`config.mk`:
```
export PLATFORM = sky130hd
export DESIGN_NAME = counter_sequence_monitor_flat
export DESIGN_NICKNAME = d
export VERILOG_FILES = /design/src/rtl/counter_sequence_monitor_pkg.sv /design/src/rtl/counter_sequence_monitor_if.sv /design/src/rtl/counter_sequence_monitor_lane.sv /design/src/rtl/counter_sequence_monitor.sv /design/src/flat_wrapper.sv
export SDC_FILE = /design/constraint.sdc
export NUM_CORES = 1
export LEC_CHECK = 0
export CORE_UTILIZATION = 30
export DETAILED_ROUTE_END_ITERATION = 12
export PLACE_DENSITY_LB_ADDON = 0.1
export SKIP_CTS_REPAIR_TIMING = 1
export SYNTH_ARGS = -nofsm -noshare
export SYNTH_HDL_FRONTEND = slang
export SYNTH_SLANG_ARGS = --single-unit
```
`constraint.sdc`:
```
create_clock -name clk -period 4.75 [get_ports clk]
set_clock_uncertainty 0.15 [all_clocks]
set_input_delay 0.7125 -clock clk [delete_from_list [all_inputs] [get_ports clk]]
set_output_delay 0.7125 -clock clk [all_outputs]
set_load 0.02 [all_outputs]
```
`src/rtl/counter_sequence_monitor_pkg.sv`:
```
`default_nettype none
// ============================================================================
//  Module   : counter_mon_pkg
//  Brief    : Shared mode codes, lane geometry and helpers for the counter
//             sequence monitor.
//  Revision : 1.0 - initial release
// ============================================================================
package counter_mon_pkg;

    localparam int LANE_W    = 4;
    localparam int NUM_LANES = 4;
    localparam int BUS_W     = LANE_W * NUM_LANES;

    // Mode code equals the lane index that produced the last legal step
    typedef enum logic [1:0] {
        MODE_UP4   = 2'd0,
        MODE_DN4   = 2'd1,
        MODE_MOD10 = 2'd2,
        MODE_MOD5  = 2'd3
    } mode_e;

    typedef enum logic {
        DIR_UP = 1'b0,
        DIR_DN = 1'b1
    } dir_e;

    // Lowest set bit of a lane vector mapped onto its mode code
    function automatic mode_e lane_to_mode(input logic [NUM_LANES-1:0] lanes);
        mode_e m;
        m = MODE_UP4;
        if (lanes[3]) m = MODE_MOD5;
        if (lanes[2]) m = MODE_MOD10;
        if (lanes[1]) m = MODE_DN4;
        if (lanes[0]) m = MODE_UP4;
        return m;
    endfunction

endpackage
`default_nettype wire

```
`src/rtl/counter_sequence_monitor_if.sv`:
```
`default_nettype none
// ============================================================================
//  Module   : counter_mon_if
//  Brief    : Counter bus plus monitor status outputs. The monitor sits on
//             the slave side; whoever drives the LED bus is the master.
//  Revision : 1.0 - initial release
// ============================================================================
interface counter_mon_if #(
    parameter int CNT_W = 16
);
    import counter_mon_pkg::*;

    logic [BUS_W-1:0] led_in;
    logic             clr;
    logic [1:0]       active_mode;
    logic             mode_valid;
    logic [3:0]       lane_err;
    logic             multi_err;
    logic             err_pulse;
    logic [CNT_W-1:0] step_cnt;

    modport master (
        output led_in, clr,
        input  active_mode, mode_valid, lane_err, multi_err, err_pulse, step_cnt
    );

    modport slave (
        input  led_in, clr,
        output active_mode, mode_valid, lane_err, multi_err, err_pulse, step_cnt
    );

endinterface
`default_nettype wire

```
`src/rtl/counter_sequence_monitor_lane.sv`:
```
`default_nettype none
// ============================================================================
//  Module   : lane_seq_checker
//  Brief    : Combinational check of one nibble lane against its legal
//             up/down modulo sequence.
//  Revision : 1.0 - initial release
// ============================================================================
module lane_seq_checker
    import counter_mon_pkg::*;
#(
    parameter int   MODULUS = 16,
    parameter dir_e DIR     = DIR_UP
) (
    input  logic [LANE_W-1:0] prev,
    input  logic [LANE_W-1:0] cur,
    output logic              chg,
    output logic              step_ok,
    output logic              range_ok
);

    localparam logic [LANE_W-1:0] c_max = LANE_W'(MODULUS - 1);
    localparam logic [LANE_W:0]   c_mod = (LANE_W + 1)'(MODULUS);

    logic [LANE_W-1:0] w_nxt;

    // Legal successor of prev; for a full 16-state lane c_max is 15 so the
    // explicit wrap coincides with natural 4-bit overflow
    always_comb begin
        w_nxt = '0;
        if (DIR == DIR_UP) begin
            w_nxt = (prev == c_max) ? '0 : prev + 1'b1;
        end else begin
            w_nxt = (prev == '0) ? c_max : prev - 1'b1;
        end
    end

    assign chg      = (prev != cur);
    assign step_ok  = !chg || (cur == w_nxt);
    assign range_ok = ({1'b0, cur} < c_mod);

endmodule
`default_nettype wire

```
`src/rtl/counter_sequence_monitor.sv`:
```
`default_nettype none
// ============================================================================
//  Module   : counter_sequence_monitor
//  Brief    : Watches the four-lane LED counter bus, records the lane of the
//             last legal step, counts legal steps and flags illegal steps,
//             out-of-range values and simultaneous multi-lane changes.
//  Revision : 1.0 - initial release
// ============================================================================
module counter_sequence_monitor
    import counter_mon_pkg::*;
#(
    parameter int CNT_W  = 16,
    parameter int MOD_UP = 10,
    parameter int MOD_DN = 5
) (
    input  logic          clk,
    input  logic          rst_n,
    counter_mon_if.slave  bus
);

    logic [BUS_W-1:0]     r_prev;
    logic                 r_primed;
    logic [1:0]           r_active_mode;
    logic                 r_mode_valid;
    logic [NUM_LANES-1:0] r_lane_err;
    logic                 r_multi_err;
    logic                 r_err_pulse;
    logic [CNT_W-1:0]     r_step_cnt;

    logic [NUM_LANES-1:0] w_chg;
    logic [NUM_LANES-1:0] w_step_ok;
    logic [NUM_LANES-1:0] w_range_ok;
    logic [NUM_LANES-1:0] w_lane_bad;
    logic                 w_multi;
    logic                 w_any_err;
    logic                 w_legal;
    logic [CNT_W-1:0]     w_cnt_base;
    logic [CNT_W-1:0]     w_cnt_next;

    for (genvar i = 0; i < NUM_LANES; i++) begin : g_lane
        localparam int   LANE_MOD = (i < 2) ? (1 << LANE_W) : ((i == 2) ? MOD_UP : MOD_DN);
        localparam dir_e LANE_DIR = (i == 1 || i == 3) ? DIR_DN : DIR_UP;

        lane_seq_checker #(
            .MODULUS (LANE_MOD),
            .DIR     (LANE_DIR)
        ) u_chk (
            .prev     (r_prev[i*LANE_W +: LANE_W]),
            .cur      (bus.led_in[i*LANE_W +: LANE_W]),
            .chg      (w_chg[i]),
            .step_ok  (w_step_ok[i]),
            .range_ok (w_range_ok[i])
        );
    end

    // A lane is bad if it stepped illegally or now sits outside its range
    assign w_lane_bad = ~w_step_ok | ~w_range_ok;
    assign w_multi    = ($countones(w_chg) > 1);
    assign w_any_err  = (|w_lane_bad) || w_multi;
    // Exactly one lane moved and that lane landed on a legal, in-range value
    assign w_legal    = $onehot(w_chg) && (|(w_chg & w_step_ok & w_range_ok));
    assign w_cnt_base = bus.clr ? '0 : r_step_cnt;
    assign w_cnt_next = (w_legal && (w_cnt_base != '1)) ? w_cnt_base + 1'b1 : w_cnt_base;

    // Prime on the first edge after reset, then check every edge
    always_ff @(posedge clk or negedge rst_n) begin
        if (!rst_n) begin
            r_prev        <= '0;
            r_primed      <= 1'b0;
            r_active_mode <= '0;
            r_mode_valid  <= 1'b0;
            r_lane_err    <= '0;
            r_multi_err   <= 1'b0;
            r_err_pulse   <= 1'b0;
            r_step_cnt    <= '0;
        end else if (!r_primed) begin
            r_prev   <= bus.led_in;
            r_primed <= 1'b1;
        end else begin
            r_prev      <= bus.led_in;
            r_err_pulse <= w_any_err;
            // New errors win over a simultaneous clear
            r_lane_err  <= (bus.clr ? '0 : r_lane_err) | w_lane_bad;
            r_multi_err <= (bus.clr ? 1'b0 : r_multi_err) | w_multi;
            r_step_cnt  <= w_cnt_next;
            if (w_legal) begin
                r_active_mode <= lane_to_mode(w_chg);
                r_mode_valid  <= 1'b1;
            end
        end
    end

    assign bus.active_mode = r_active_mode;
    assign bus.mode_valid  = r_mode_valid;
    assign bus.lane_err    = r_lane_err;
    assign bus.multi_err   = r_multi_err;
    assign bus.err_pulse   = r_err_pulse;
    assign bus.step_cnt    = r_step_cnt;

endmodule
`default_nettype wire

```
`src/flat_wrapper.sv`:
```
// flat-port wrapper written by rule: the top's interface ports become plain ports
module counter_sequence_monitor_flat import counter_mon_pkg::*;
#(
    parameter int CNT_W  = 16,
    parameter int MOD_UP = 10,
    parameter int MOD_DN = 5
)
  (clk, rst_n, bus_led_in, bus_clr, bus_active_mode, bus_mode_valid, bus_lane_err, bus_multi_err, bus_err_pulse, bus_step_cnt);
  counter_mon_if #(.CNT_W(CNT_W)) bus_i ();
  input  logic clk;
  input  logic rst_n;
  input wire logic [$bits(bus_i.led_in)-1:0] bus_led_in;
  input wire logic [$bits(bus_i.clr)-1:0] bus_clr;
  output wire logic [$bits(bus_i.active_mode)-1:0] bus_active_mode;
  output wire logic [$bits(bus_i.mode_valid)-1:0] bus_mode_valid;
  output wire logic [$bits(bus_i.lane_err)-1:0] bus_lane_err;
  output wire logic [$bits(bus_i.multi_err)-1:0] bus_multi_err;
  output wire logic [$bits(bus_i.err_pulse)-1:0] bus_err_pulse;
  output wire logic [$bits(bus_i.step_cnt)-1:0] bus_step_cnt;
  assign bus_i.led_in = bus_led_in;
  assign bus_i.clr = bus_clr;
  assign bus_active_mode = bus_i.active_mode;
  assign bus_mode_valid = bus_i.mode_valid;
  assign bus_lane_err = bus_i.lane_err;
  assign bus_multi_err = bus_i.multi_err;
  assign bus_err_pulse = bus_i.err_pulse;
  assign bus_step_cnt = bus_i.step_cnt;
  counter_sequence_monitor #(.CNT_W(CNT_W), .MOD_UP(MOD_UP), .MOD_DN(MOD_DN)) u_core (.clk(clk), .rst_n(rst_n), .bus(bus_i));
endmodule
```
# Word level (Yosys, flattened, before mapping)
# Index checks and enable logic that the tools add are counted.
# totals
input_bits	19
out_inout_bits	25
regBits	42
word_cells	69
# op_classes
add_sub_neg	11
reduce_logical	16
n_mux	12
order_cmp	3
bitwise	7
n_eq_ne	12
# ops
operator	count
$add A32 B32 Y32	1
$gt A32 B2 Y1 const B	1
$mux W16	2
$mux W4	5
$add A16 B1 Y16 const B	1
$eq A4 B4 Y1	4
$ne A16 B16 Y1 const B	1
$ne A4 B4 Y1	4
$add A1 B1 Y2	4
$add A4 B1 Y4 const B	2
$and A4 B4 Y4	2
$eq A4 B4 Y1 const B	2
$logic_not A4 Y1	2
$mux W2	4
$not A4 Y4	2
$or A4 B4 Y4	2
$reduce_or A4 Y1	2
$sub A4 B1 Y4 const B	2
$logic_or A1 B1 Y1	5
$logic_not A1 Y1	4
$lt A4 B3 Y1 const B	1
$lt A4 B4 Y1 const B	1
$add A3 B3 Y3	1
$eq A3 B1 Y1 const B	1
4 further kinds	5

# Longest topological paths before layout
# Gate-level depths: netlist of run 1.
# depth
ltp_word	10
ltp_mapped	12
mapped_depth_nobuf	11

# Cells and area by module
# From an unflattened synthesis of run 1, not the netlist that was laid out.
# unflattened
cells_unflattened	296
hier_area_um2	2869.0
# modules_own_cells
mod	area_each_um2	cells_each	n_inst	seq_area_each_um2
counter_sequence_monitor	2184.6	204	1	1051.0
lane_seq_checker (u_core.g_lane[2].u_chk)	178.9	23	1	0.0
lane_seq_checker (u_core.g_lane[1].u_chk)	175.2	24	1	0.0
lane_seq_checker (u_core.g_lane[3].u_chk)	175.2	26	1	0.0
lane_seq_checker (u_core.g_lane[0].u_chk)	155.1	19	1	0.0

# Worst setup path before layout of run 1
# OpenSTA, ideal clock, no wires.
# synth_path
kind	input to register
from	in bus_led_in[4]
to	reg u_core.r_step_cnt[15], in the netlist u_core.bus.step_cnt[15]
setup_slack_ns	1.034
arrival_ns	3.440
setup_time_ns	0.126
path_buffers	1
cell_stages	10
cell_sequence	xor2_1 > or4_1 > ha_1 > ha_1 > fa_1 > nor2_1 > nand2_1 > or3_1 > buf_6 > o31a_2
# synth_via
elab_chain_len	9
# synth_lines
item	line_no	rtl
from (decl)	flat_wrapper.sv:12	input wire logic [$bits(bus_i.led_in)-1:0] bus_led_in;
branches (longest 6 deep; another with $add A3 B3 Y3)	-	
$logic_and A1 B1 Y1 (*)	counter_sequence_monitor.sv:61	assign w_legal = $onehot(w_chg) && (|(w_chg & w_step_ok & w_range_ok));
$logic_and A1 B1 Y1 (*)	counter_sequence_monitor.sv:63	assign w_cnt_next = (w_legal && (w_cnt_base != '1)) ? w_cnt_base + 1'b1 : w_cnt_base;
$mux W16 (*)	counter_sequence_monitor.sv:63	
to (signal assigned)	counter_sequence_monitor.sv:85	r_step_cnt <= w_cnt_next;
to (decl)	counter_sequence_monitor.sv:28	logic [CNT_W-1:0] r_step_cnt;
# Every way passes the cells marked *.
# A chain may end at the register's enable or synchronous reset.

# Worst setup path after layout of run 1
# Same ends and word-level chain as after synthesis.

==> summary by stage, run 1 <==
Finish
Across the whole layout, storage elements account for 1050 sq um. The multi-input logic area is 1340 sq um. Counting the fill cells in the layout gives 797. After routing the design area is 3100 sq um.

Cells fill 39.7% of the core in the end. 0 antenna diodes ended up in the layout. Cells with a size suffix above 1 make up under 10% of the layout. After the last flow step, the layout net total stands at around 330. The signed area change from the synthesized netlist to the final layout is 26.5%.

Logic synthesis
The yosys synthesis warning count is 0. The multiplexer share of the synthesized area is roughly 1.2%. The area share of xor/xnor cells in the synthesized design is between 10% and 20%.

By area, the combinational part of the netlist is dominated by simple AND/OR/NAND/NOR gates. The most common cell in the synthesized netlist is dfrtp_1. By area the synthesized netlist is led by dfrtp_1 43%, xor2_1 8.9%, nand2_1 5.7%. The cell taking the most area after synthesis is dfrtp_1. Summing the areas of all compound-gate instances in the mapped netlist gives 9.40% of the synthesized area.

Summed over its instances, the top area cell type makes up a little over two fifths of the synthesized netlist area. Synthesis produced a netlist with a net count of 278. The count of cell types in the netlist is between 40 and 50. The share of the Yosys chip area taken by registers is 42.9%. In the synthesized netlist, the number of instances is 250. Summing the areas of all and, or, nand and nor instances in the mapped netlist gives 25.4% of the synthesized area. In this run, synthesis produced a sequential element count of 42. The adder and majority gate portion of the synthesized area is 4.90%. In the synthesized netlist, the cells that appear most often are 42 x dfrtp_1, 37 x nand2_1, 25 x xor2_1. The count of flip-flops with a built-in enable after synthesis is 0. The average size of a mapped cell is 9.80 sq um. Of all flip-flops after synthesis, the portion carrying an async set or reset was 100%. The synthesized area is 2450 sq um. The most used flip-flop cell after synthesis is dfrtp_1.

Routing
The number of violations reported at the end of detailed-routing iteration 0 is 55. After detailed routing, the met2 layer carries roughly 2.4 mm of wire. The total wire length after detailed routing is about 5.0 mm. The detailed-route vias per instance is about 4.6.

Across all layers, the routed design uses 1850 vias. The top routing layer in use is met4. The remaining antenna violation count after routing is 0. In the final routing, the length of wire on met1 measures ~2.3 mm. The number of iterations in the first detailed-routing pass is 4.

Summed over all nets, wire length on met3 after detailed routing comes to 181 microns. The mean routed wirelength per cell is around 12 microns. The number of remaining DRC errors is 0.

Worst hold path
The startpoint of the most critical hold path is u_core.bus.lane_err[2]. Along the worst hold path, the cell count comes to 2. The path with the worst hold slack has its endpoint at u_core.bus.lane_err[2]. In this run the worst hold path is classified as register to register.

Timing
The worst pin sits at a relative slew slack of 36.2%. The max-slew violation count is 0. The setup TNS is 0 ps.

At the pin with the least slew margin, the transition time is roughly 960 ps. Across all hold checks on the routed design, the worst slack comes to 342 ps. Setup violations remaining at the end of the flow were counted as 0. Based on the critical path, the design can be clocked at up to 0.243 GHz. The clock period minus worst slack is 4120 ps.

The final worst-path setup slack is 629 ps. Setup repair after global routing left no endpoint under its margin. After layout, the worst path uses 86.8% of the clock period. The final count of hold timing violations came to 0.

Critical path
In this run the critical register-to-register path is launched from u_core.r_prev[7]. The highest net fanout along the worst path is 10. The type of element capturing the critical path is a register.

The setup slack of the most critical reg-to-reg path is 1100 ps. The required arrival time at the worst endpoint is between 4000 and 5000 ps. Counting cells, the worst reg-to-reg path comes to 9. The type of the setup path with the least slack is primary input to register. The endpoint identified for the worst register-to-register timing path is u_core.bus.step_cnt[15]. The arrival time of data at the critical path endpoint is 4150 ps.

STA classifies the critical path startpoint as a primary input.

Flow run
The number of max-capacitance violations reported is 0.

Global route
The number of global-route vias before repair is 1797. The first global-routing pass estimated 8.51 mm of wire. The number of antenna violations at the first check in global routing is 0. Summed over all layers, the global routing overflow is 0. Entering global routing, the biggest net connects between 40 and 50 pins. The combined global-route utilization of all metal layers is 12.7%.

Clock network
The clock-pin slew of the registers on the worst-case setup and hold paths is 80 ps. The TritonCTS clock tree is built. In this run the clock root is driven by a clkbuf_8. The count of clock tree sinks is 42.

The clock latency reported for the late side of the worst-skew pair is 290 ps. The clock passes through at most 2 buffers. The H-tree depth is 2. The total clock buffers created by CTS is 5.

Outcome
The flow ran to the end, and the final reports show no timing, DRC or antenna violations.

Floorplanning
The area of the die is roughly 8500 sq um. The I/O pin total is 44. From left edge to right edge, the die measures 92.4 microns. The number of placement rows is 32. Once the floorplan was initialized, standard cells occupied 31.4% of the core. The area of the placeable core is between 7000 and 8000 sq um. The floorplan die height is between 90 and 100 microns.

Pwr
The worst-case IR drop observed on VDD is 0.119 mV. Summed over all cells, the static leakage comes to roughly 1.2 nW. In this run the power density over the cells is between 200 and 300 nW/um^2.

Placed design
The wire-length estimate of the detail-placed layout is 3.80 mm. The count of buffers added on input and output ports is 43. The instance area after placement is around 3000 sq um. The final estimated routing congestion in global placement is between 0.7 and 0.8.

At the placement stage, the worst setup path has a slack of 295 ps.
-- where the power goes --
part / switching (mW) / internal (mW) / total, mW
sequential: 0.0232 / 0.377 / 0.400
clock: 0.120 / 0.157 / 0.277
combinational: 0.0836 / 0.0775 / 0.161
total: 0.227 / 0.612 / 0.839
-- worst max-delay path: stages --
cell	delay, ps
clkdlybuf4s50_1	460
xor2_1	170
or4_1	600
ha_1	340
ha_1	200
fa_1	440
nor2_1	150
nand2_1	130
or3_1	560
o31a_2	400
-- routing by layer --
metal	GRT usage, %	up-vias
li1	-	961
met1	16.8	854
met2	20.6	31
met3	2.63	4
met4	3.91	0
met5	0	-
-- placed cells by master (no fill, tap or decap), types with 3 or more instances in the layout --
cell type / count
clkdlybuf4s50_1: 42
dfrtp_1: 42
nand2_1: 37
xor2_1: 25
nor2_1: 14
xnor2_1: 13
nand3_1: 11
nand2b_1: 11
o21ai_0: 11
inv_1: 9
ha_1: 8
nor2b_1: 7
nor3_1: 5
clkbuf_8: 5
a22o_1: 4
nor4_1: 4
and3_1: 3
and2_1: 3
mux2i_1: 3
-- worst max path at each step --
stage,start,endpoint,slack [ps],depth (start not counted)
after global placement,bus_led_in[4],u_core.bus.step_cnt[15],370,10
after detailed placement,bus_led_in[4],u_core.bus.step_cnt[15],300,10
after CTS,bus_led_in[4],u_core.bus.step_cnt[15],610,10
after floorplan,bus_led_in[4],u_core.bus.step_cnt[15],1030,10
after global routing,bus_led_in[4],u_core.bus.step_cnt[12],420,11
final,bus_led_in[4],u_core.bus.step_cnt[15],630,10
-- area by class of cell --
class / instances / share of cell area, %
Tap cell: 102 / 4.12
Timing Repair Buffer: 45 / 14.2
Inverter: 9 / 1.09
Multi-Input combinational cell: 195 / 43.2
Sequential cell: 42 / 33.9
Clock inverter: 1 / 0.969
Clock buffer: 7 / 2.46
-- cells by family after synthesis --
group | count (synthesis)
AOI/OAI and AO/OA | 31
xor gates and xnor gates | 38
adders and majority gates | 9
buffers and inverters | 13
DFF | 42
muxes | 3
other | 1
and+or+nand+nor | 113
-- metrics by stage --
step	cells	total power, mW
6_report	401	0.839
5_1_grt	401	0.890
4_1_cts	401	0.857
3_5_place_dp	393	0.572
3_3_place_gp	393	0.572
2_1_floorplan	250	0.496
-- sequential cells by signal, indices dropped and copies added (netlist names) --
| name | flops |
|---|---|
| u_core.bus.lane_err | 4 |
| u_core.bus.step_cnt | 16 |
| u_core.r_prev | 16 |
| u_core.bus.active_mode | 2 |
| u_core.bus.err_pulse | 1 |
| u_core.bus.multi_err | 1 |
| u_core.bus.mode_valid | 1 |
| u_core.r_primed | 1 |
No activity file was read; power rests on OpenSTA's default activity.
==> run 2, diff against run 1 <==
Settings changed: REMOVE_ABC_BUFFERS set to 1, SKIP_CTS_REPAIR_TIMING 1 to not set.
Clock period 4.75 ns to 3.7 ns, I/O delays scaled along.
==> summary by stage, run 2 (synthesis gave the netlist of run 1 again) <==
Routing
The total wire length after detailed routing is 5.42 mm (+9.2%). The number of iterations in the first detailed-routing pass is 4 (unchanged). The vias after detailed routing is 1943 (+5.0%). The number of violations reported at the end of detailed-routing iteration 0 is 57 (+3.6%). The detailed-route vias per instance is 4.51 (-2.3%).

The mean routed wirelength per cell is 12.6 microns (+1.6%). The remaining antenna violation count after routing came to 0 (unchanged). The number of remaining DRC errors is 0 (unchanged).

Critical path
The highest net fanout along the worst path is 3 (-7). The worst setup path is launched from a primary input. The required arrival time at the worst endpoint was 3730 ps (-1050 ps). The source of the worst register-to-register timing path is u_core.r_prev[0].

By startpoint and endpoint, the worst setup path is classified as primary input to register. The arrival time of data at the critical path endpoint is 3590 ps (-560 ps). The depth of the worst register-to-register path came to 12 (+3). The worst setup path is captured at a register.

The critical path launch point is bus_led_in[14].

Outcome
The run finished with clean final reports.

Timing
The clock period minus worst slack is 3560 ps. The max-slew violation count came to 0 (unchanged). The final hold slack is 264 ps (-78.2 ps).

For this run, the top clock speed supported by timing is 0.281 GHz. The transition time of the tightest slew-check pin came to 977 ps (+19.5 ps). The relative slew slack is 34.9% (-1.3 points).

Setup repair after global routing left no endpoint under its margin. The final count of hold timing violations is 0 (unchanged). The number of setup violations in the final report is 0 (unchanged). The final critical path takes up 96.1% of the cycle. The setup TNS came to 0 ps (unchanged). The final worst-path setup slack is 144 ps (-485 ps).

Finish
The final core utilization is 43.8% (+4.1 points). The final design instance area without fill came to 3420 sq um (+10%). Compared with the post-synthesis result, the final layout area differs by 39.5%. The total number of nets in the final design is 356 (+9.2%).

The number of fillers in the final layout is 780 (-2.1%). The total inserted antenna cells came to 0 (unchanged). The share of layout cells above drive strength 1 is 19.5% (+13 points).

In the layout the commonest cells are 42 x dfrtp_1, 36 x nand2_1, 32 x clkdlybuf4s50_1. Leaving out fill and tap cells, the most frequent cell in the layout is dfrtp_1. The number of cells in the finished layout apart from fillers is 431 (+7.5%).

Placed design
The number of buffers added on ports is 43 (unchanged). The number of placed instances with taps included was 422 (+7.4%). The worst setup timing slack at the placement stage was -401 ps (-697 ps). The final estimated routing congestion in global placement was 0.744 (-5.1%). The final HPWL from detailed placement is 3.99 mm (+5.0%).

The instance area after placement is 3210 sq um (+7.3%).

Pwr
The peak supply drop was 0.156 mV (+31%). The switching power total was 0.310 mW (+37%). The leakage power figure is 1.49 nW (+20%). The final total power is 1.07 mW (+28%). The power per cell area came to 314 nW/um^2 (+16%). The switching power share of the total is 28.9% (+1.9 points).

The part of the total power dissipated in the clock network was 29.1% (-4.0 points). The share of total power in sequential cells came to 47.9% (+0.2 points). The internal cell power came to 0.762 mW (+24%). The portion of total power attributed to combinational logic was 23.0% (+3.8 points).

Global route
The combined global-route utilization of all metal layers came to 13.9% (+1.2 points). The number of global-route vias before repair is 1988 (+11%). The sum of overflow across all layers after global routing is 0 (unchanged). The number of antenna violations at the first check in global routing is 0 (unchanged). The global-route wire length before repair came to 9.40 mm (+10%). The maximum number of pins on one net before global-route repair is 43 (unchanged).

Floorplanning
The floorplan die height is 92.4 microns (unchanged). The number of placement rows was 32 (unchanged). The I/O pin total is 44 (unchanged). The horizontal die dimension is 92.4 microns (unchanged). The area of the die was 8530 sq um (unchanged). The area of the placeable core is 7810 sq um (unchanged). The initial cell density of the core is 31.4% (unchanged).

Clock network
The H-tree depth is 2 (unchanged). TritonCTS built the clock tree. The total clock buffers created by CTS came to 5 (unchanged).

The root buffer cell is clkbuf_8. The clock-pin slew of the registers on the worst-case setup and hold paths is 80 ps (about the same). The count of clock tree sinks is 42 (unchanged).

The clock latency reported for the late side of the worst-skew pair was 290 ps (about the same). The maximum number of buffers from clock root to sink came to 2 (unchanged). Buffers inserted to repair hold after CTS numbered 0.

Worst hold path
The worst hold path belongs to the class primary input to asynchronous set/reset pin.

Flow run
The number of max-capacitance violations reported was 0 (unchanged).
## run 2: power by group through the flow
stage	logic, mW	registers [mW]	clock network, mW
5_1_grt	0.275	0.519	0.346
4_1_cts	0.241	0.513	0.326
3_3_place_gp	0.238	0.522	0
2_1_floorplan	0.0999	0.535	0
6_report	0.246	0.513	0.312
3_5_place_dp	0.238	0.522	0
## run 2: timing repair
action | in CTS | in global routing
resized for setup | 3 | 23
pin swaps | 1 | 8
endpoints found under the setup margin | 12 | 16
setup buffers | 0 | 1
## run 2: area by class of cell
cell class | count | area, sq um | area share (%)
Clock buffer | 7 | 86.3 | 2.53
Clock inverter | 1 | 5.00 | 0.146
Inverter | 9 | 33.8 | 0.988
Multi-Input combinational cell | 195 | 1420 | 41.4
Sequential cell | 42 | 1050 | 30.7
Tap cell | 102 | 128 | 3.73
Timing Repair Buffer | 75 | 698 | 20.4
## run 2: path summary, 6_finish.rpt
check | endpoint | slack, ps
setup / recovery | u_core.bus.step_cnt[3] | 140
hold / removal | u_core.r_prev[8] | 260
setup reg to reg | u_core.bus.step_cnt[3] | 250
hold reg to reg | u_core.bus.mode_valid | 330
max in group asynchronous | u_core.r_prev[6] | 2530
min in group clk | u_core.r_prev[2] | 310
## run 2: worst max-delay path, cell delays in order
cell and delay [ps]:
clkdlybuf4s50_1 500, xor2_1 190, and4b_1 240, ha_1 310, ha_2 200, fa_1 480
nor2_2 150, nand2_2 70, buf_6 140, nor4_4 300, buf_4 180, nand4_1 110
xor2_1 160
## run 2: per-layer routing
layer	vias up	wire [microns]	global-route usage, %
met5	-	0	0
met4	0	69	4.30
met3	7	205	2.55
met2	32	2400	21.0
met1	890	2750	20.0
li1	1014	-	-
